## src/rtl/adc_spi_responder.sv

```systemverilog
// MCP3202-style 2-channel SPI ADC responder: synchronizes the initiator's SCK/CS/MOSI
// into clk, decodes the start/SGL/ODD/MSBF command and shifts the frozen result out on SCK falls.
module adc_spi_responder #(
  parameter int SYNC_STAGES = 2,  // must be at least 2
  parameter int DATA_BITS   = 12
) (
  input  logic                 clk,
  input  logic                 reset_n,
  input  logic                 adc_clk,
  input  logic                 adc_cs,
  input  logic                 adc_mosi,
  output logic                 adc_miso,
  output logic                 adc_miso_oe,
  input  logic [DATA_BITS-1:0] sample_ch0,
  input  logic [DATA_BITS-1:0] sample_ch1,
  output logic                 conv_done,
  output logic [1:0]           conv_channel
);

  localparam int CNT_W = $clog2(DATA_BITS + 1);
  localparam logic [CNT_W-1:0] CNT_FULL = CNT_W'(DATA_BITS);
  localparam logic [CNT_W-1:0] CNT_TOP  = CNT_W'(DATA_BITS - 1);

  localparam logic [2:0] S_IDLE       = 3'd0;
  localparam logic [2:0] S_WAIT_START = 3'd1;
  localparam logic [2:0] S_CMD        = 3'd2;
  localparam logic [2:0] S_NULL       = 3'd3;
  localparam logic [2:0] S_MSB        = 3'd4;
  localparam logic [2:0] S_LSB        = 3'd5;
  localparam logic [2:0] S_DONE       = 3'd6;

  logic [SYNC_STAGES-1:0] sck_sync_q, cs_sync_q, mosi_sync_q;
  logic                   sck_prev_q, cs_prev_q;
  logic                   sck_s, cs_s, mosi_s, sck_rise, sck_fall, cs_fall;

  logic [2:0]           state_q, state_d;
  logic [CNT_W-1:0]     cnt_q, cnt_d;
  logic [1:0]           cmd_q, cmd_d;
  logic                 msbf_q, msbf_d;
  logic [DATA_BITS-1:0] result_q, result_d;
  logic [1:0]           chan_q, chan_d;
  logic                 miso_q, miso_d;
  logic                 oe_q, oe_d;
  logic                 done_q, done_d;

  logic [DATA_BITS:0]   diff_01, diff_10;
  logic [DATA_BITS-1:0] conv_result;

  // CS chain and its edge history reset low: a CS held low across reset must not look
  // like a fresh falling edge, so the initiator has to deselect before a new frame.
  always_ff @(posedge clk or negedge reset_n) begin
    if (!reset_n) begin
      sck_sync_q  <= '0;
      cs_sync_q   <= '0;
      mosi_sync_q <= '0;
      sck_prev_q  <= 1'b0;
      cs_prev_q   <= 1'b0;
    end else begin
      // NOTE: non-blocking so each stage captures its neighbour's pre-edge value.
      sck_sync_q  <= {sck_sync_q[SYNC_STAGES-2:0], adc_clk};
      cs_sync_q   <= {cs_sync_q[SYNC_STAGES-2:0], adc_cs};
      mosi_sync_q <= {mosi_sync_q[SYNC_STAGES-2:0], adc_mosi};
      sck_prev_q  <= sck_sync_q[SYNC_STAGES-1];
      cs_prev_q   <= cs_sync_q[SYNC_STAGES-1];
    end
  end

  assign sck_s    = sck_sync_q[SYNC_STAGES-1];
  assign cs_s     = cs_sync_q[SYNC_STAGES-1];
  assign mosi_s   = mosi_sync_q[SYNC_STAGES-1];
  assign sck_rise = sck_s & ~sck_prev_q;
  assign sck_fall = ~sck_s & sck_prev_q;
  assign cs_fall  = ~cs_s & cs_prev_q;

  // Differential results use one extra bit so a borrow marks a negative value to clamp.
  assign diff_01 = {1'b0, sample_ch0} - {1'b0, sample_ch1};
  assign diff_10 = {1'b0, sample_ch1} - {1'b0, sample_ch0};

  always_comb begin
    if (cmd_q[1])      conv_result = cmd_q[0] ? sample_ch1 : sample_ch0;
    else if (cmd_q[0]) conv_result = diff_10[DATA_BITS] ? '0 : diff_10[DATA_BITS-1:0];
    else               conv_result = diff_01[DATA_BITS] ? '0 : diff_01[DATA_BITS-1:0];
  end

  always_comb begin
    // NOTE: every next-state signal defaults to hold first, so no branch infers a latch.
    state_d  = state_q;
    cnt_d    = cnt_q;
    cmd_d    = cmd_q;
    msbf_d   = msbf_q;
    result_d = result_q;
    chan_d   = chan_q;
    miso_d   = miso_q;
    oe_d     = oe_q;
    done_d   = 1'b0;
    if (cs_s) begin
      state_d = S_IDLE;
      cnt_d   = '0;
      miso_d  = 1'b0;
      oe_d    = 1'b0;
    end else begin
      case (state_q)
        S_IDLE: if (cs_fall) begin
          state_d = S_WAIT_START;
          oe_d    = 1'b1;
          miso_d  = 1'b0;
        end
        S_WAIT_START: if (sck_rise && mosi_s) begin
          state_d = S_CMD;
          cnt_d   = '0;
        end
        S_CMD: if (sck_rise) begin
          cmd_d = {cmd_q[0], mosi_s};
          cnt_d = cnt_q + 1'b1;
          if (cnt_q == CNT_W'(2)) begin
            chan_d   = cmd_q;
            msbf_d   = mosi_s;
            result_d = conv_result;
            state_d  = S_NULL;
            cnt_d    = '0;
          end
        end
        S_NULL: if (sck_fall) begin
          miso_d  = 1'b0;
          state_d = S_MSB;
          cnt_d   = '0;
        end
        S_MSB: if (sck_fall) begin
          if (cnt_q != CNT_FULL) begin
            miso_d = result_q[CNT_TOP - cnt_q];
            cnt_d  = cnt_q + 1'b1;
          end else if (msbf_q) begin
            miso_d  = 1'b0;
            done_d  = 1'b1;
            state_d = S_DONE;
          end else begin
            // R[0] was the last MSB-first bit; the LSB-first tail resumes at R[1].
            miso_d  = result_q[1];
            cnt_d   = CNT_W'(2);
            state_d = S_LSB;
          end
        end
        S_LSB: if (sck_fall) begin
          if (cnt_q != CNT_FULL) begin
            miso_d = result_q[cnt_q];
            cnt_d  = cnt_q + 1'b1;
          end else begin
            miso_d  = 1'b0;
            done_d  = 1'b1;
            state_d = S_DONE;
          end
        end
        S_DONE:  miso_d  = 1'b0;
        default: state_d = S_IDLE;
      endcase
    end
  end

  always_ff @(posedge clk or negedge reset_n) begin
    if (!reset_n) begin
      state_q  <= S_IDLE;
      cnt_q    <= '0;
      cmd_q    <= 2'b00;
      msbf_q   <= 1'b0;
      result_q <= '0;
      chan_q   <= 2'b00;
      miso_q   <= 1'b0;
      oe_q     <= 1'b0;
      done_q   <= 1'b0;
    end else begin
      state_q  <= state_d;
      cnt_q    <= cnt_d;
      cmd_q    <= cmd_d;
      msbf_q   <= msbf_d;
      result_q <= result_d;
      chan_q   <= chan_d;
      miso_q   <= miso_d;
      oe_q     <= oe_d;
      done_q   <= done_d;
    end
  end

  assign adc_miso     = miso_q;
  assign adc_miso_oe  = oe_q;
  assign conv_done    = done_q;
  assign conv_channel = chan_q;

endmodule

```

## config.mk

```make
export PLATFORM = sky130hd
export DESIGN_NAME = adc_spi_responder
export DESIGN_NICKNAME = d
export VERILOG_FILES = /design/src/rtl/adc_spi_responder.sv
export SDC_FILE = /design/constraint.sdc
export NUM_CORES = 1
export LEC_CHECK = 0
export ABC_CLOCK_PERIOD_IN_PS = 3800
export CAP_MARGIN = 30
export CORE_ASPECT_RATIO = 0.8
export CORE_UTILIZATION = 45
export CTS_CLUSTER_SIZE = 25
export DETAILED_ROUTE_END_ITERATION = 8
export PLACE_DENSITY = 0.7
export REMOVE_ABC_BUFFERS = 1
export SETUP_SLACK_MARGIN = 0.4
export SKIP_LAST_GASP = 1
export SLEW_MARGIN = 20
export SYNTH_ARGS = -nofsm -noshare
export SYNTH_HDL_FRONTEND = slang
export SYNTH_SLANG_ARGS = --single-unit
```

## constraint.sdc

```tcl
create_clock -name clk -period 3.8 [get_ports clk]
set_clock_uncertainty 0.2 [all_clocks]
set_input_delay 0.76 -clock clk [delete_from_list [all_inputs] [get_ports clk]]
set_output_delay 0.76 -clock clk [all_outputs]
set_load 0.05 [all_outputs]
```

==> flow_summary.toml <==
[run_status]
status = "complete, no violations"

[floorplanning]
core_mm2 = 0.00696
dieArea_mm2 = 0.00764
dieWidth_um = 97.5
boundaryPins = 34
rows = 27
start_util_pct = 47.1
die_y_um = 78.4

[finish]
nNetsFinal = 462
fin_area_mm2 = 0.00376
seqCellArea_um2 = 876
antenna_cells = 0
fillerInstances = 668
fin_util_pct = 54.1
final_layout_size_suffix_gt1_share_pct = 7.20
area_delta_synth_final_pct = 14.7
multi_input_area_mm2 = 0.00216

[sta]
fmaxAchievable_mhz = 306
post-route-period-util_pct = 86.0
slew_headroom_pct = 63.1
finalHoldViolations = 0
tightest_slew_ns = 0.554
rsz0062_at_grt = "no"
setup_viol = 0
tns_ns = 0
period_minus_slack_ns = 3.27
report.final.slew_viol_count = 0

[grt]
grt_pass1_wl_mm = 12.1
grt_max_degree = 36
track_usage_pct = 19.4
antenna_found_initial = 0
overflow = 0
grt_pass1_vias = 2592

[cts]
worstSkewPairLatency_ns = 0.28
cts.sinks = 35
cts_hold_buf = 0
clkTransAtPathRegs_ns = 0.07
root_buffer = "clkbuf_8"
cts_buffers = 5
cts_tree = "yes"
clock_path_buffers = 2
htreeDepth = 2

[synth]
synth_area_per_cell_um2 = 8.68
synth-seq-cells = 35
synth_top_cell_by_area = "dfrtp_1"
synth.distinct_cells = 62
netlist.area_leader.share_pct = 26.7
yosysSeqAreaShare_pct = 26.7
synth_flop_cell = "dfrtp_1"
synth_common_cells = "inv_1 (37), a21oi_1 (35), dfrtp_1 (35)"
syn-cell-area_mm2 = 0.00328
synth.area.top_cells = "dfrtp_1 (27%), ha_1 (11%), a21oi_1 (5.3%), mux2i_1 (4.3%), inv_1 (4.2%)"
synth-edff-count = 0
synth.most_common_cell = "inv_1"
synthCells = 378
synth_warnings = 0
async_flop_share_pct = 100

[drt]
drcViolationCount = 0
viasPerCell = 5.83
vias = 2856
dr.pass1.iters = 5
routed_wl_mm = 7.41
drt-initial-drc-count = 171
antenna_left = 0
wire_per_inst_um = 15.1

[place]
portBuffers = 33
post_dp_cell_area_mm2 = 0.00365
globalplace.congestion = 0.869
dp_hpwl_mm = 5.72

[setup_path]
path_buf_inv = 3
cp-start-kind = "input port"
crit_path_end_kind = "flip-flop"
required_ns = 3.76
arrival_ns = 3.23
crit_type = "input port to flip-flop"
path_cells = "clkdlybuf4s50_1 > inv_1 > ha_1 > a21o_1 > a21o_1 > a211oi_4 > o41ai_4 > buf_4 > a221oi_1 > nor2_1"
cp_max_fo = 11
crit_path_frequent_cell = "a21o_1"
critPathTopFamily = "compound AO/OA/AOI/OAI gates"
slowest_delay_ns = 0.50
cp_slowest_cell = "clkdlybuf4s50_1"

[pwr]
ir_drop_mv = 0.206
leakage_nw = 1.64
p_total_mw = 1.52
p_per_area_mw_per_mm2 = 405

[job]
cap_violations = 0

[min_path]
hp-class = "flip-flop to flip-flop"
-- repair_timing --
item	in CTS	in global routing
resized for setup	0	1
buffers inserted	0	1
setup endpoints to repair	0	7
-- layout make-up --
| class | instances | share of cell area (%) |
|---|---|---|
| multi-input cells | 284 | 57.3 |
| well taps | 87 | 2.89 |
| repair buffers | 39 | 10.2 |
| flip-flops and latches | 35 | 23.3 |
| clock buffers | 8 | 2.66 |
| inverters | 37 | 3.69 |
-- through the flow --
step	hold WS, ns	instances	worst slack (ns)
6_report	0.150	490	0.532
2_1_floorplan	0.131	356	0.906
4_1_cts	0.152	489	0.481
3_5_place_dp	0.136	481	0.191
3_3_place_gp	0.132	480	0.254
5_1_grt	0.155	490	0.423
-- logic make-up (layout without fill, tap and decap cells) --
family                   Yosys count  after routing  synth area share, %
multiplexers                      25             25                 10.1
adder cells (fa/ha/maj)           31             31                 12.3
XOR/XNOR                          17             17                 4.54
flip-flops                        35             35                 26.7
buffers and inverters             59             84                 7.82
AND/OR/NAND/NOR                   98             98                 15.6
AO/OA/AOI/OAI                    113            113                 23.0
-- cell usage in the layout (no fill, tap or decap), types with 5 or more instances in the layout --
cell type,instances
inv_1,37
a21oi_1,35
dfrtp_1,35
clkdlybuf4s50_1,33
ha_1,29
nor2_1,26
nand2_1,21
o21ai_1,14
mux2i_1,14
o21ai_0,11
nor3b_1,10
nand3_1,10
xnor2_1,10
a21o_1,8
xor2_1,7
a31oi_1,7
clkbuf_8,7
nor3_1,6
mux4_2,6
nand2b_1,5
nor2b_1,5
buf_4,5
-- path summary, 6_finish.rpt --
| kind | startpoint | endpoint | slack [ns] | cells after the start |
|---|---|---|---|---|
| min reg2reg | cs_sync_q[0] | cs_sync_q[1] | 0.15 | 0 |
| max in group asynchronous | reset_n | cmd_q[0] | 2.40 | 2 |
| max | sample_ch0[5] | result_q[1] | 0.53 | 10 |
| max reg2reg | state_q[0] | result_q[1] | 1.13 | 6 |
| min in group asynchronous | reset_n | conv_channel[0] | 0.69 | 2 |
| min | cs_sync_q[0] | cs_sync_q[1] | 0.15 | 0 |
-- registers in the layout, summed over array words and instances, names as in the netlist --
| name | count |
|---|---|
| result_q | 12 |
| cnt_q | 4 |
| state_q | 3 |
| cmd_q | 2 |
| conv_channel | 2 |
| cs_sync_q | 2 |
| mosi_sync_q | 2 |
| sck_sync_q | 2 |
| adc_miso | 1 |
| adc_miso_oe | 1 |
| conv_done | 1 |
| cs_prev_q | 1 |
| msbf_q | 1 |
| sck_prev_q | 1 |
-- per-layer routing --
layer	global-route usage [%]	vias up	share of wire, %	routed length, um
met4	2.65	0	0.49	36
met3	4.36	5	6.0	445
met5	0	-	0	0
met2	29.9	81	43	3170
li1	-	1402	-	-
met1	28.4	1368	51	3750
-- report_power, final --
part / internal (mW) / switching, mW / leakage, nW
sequential: 0.423 / 0.132 / 0.457
clock: 0.165 / 0.125 / 0.0515
combinational: 0.319 / 0.360 / 1.14
total: 0.907 / 0.617 / 1.64
-- worst register-to-register path, delay by kind of cell (launching register included) --
family           cells  cell delay [ns]
AO/OA/AOI/OAI        1             0.30
flip-flops           1             0.56
AND/OR/NAND/NOR      5             1.49
Power figures use the tool's default switching activity.
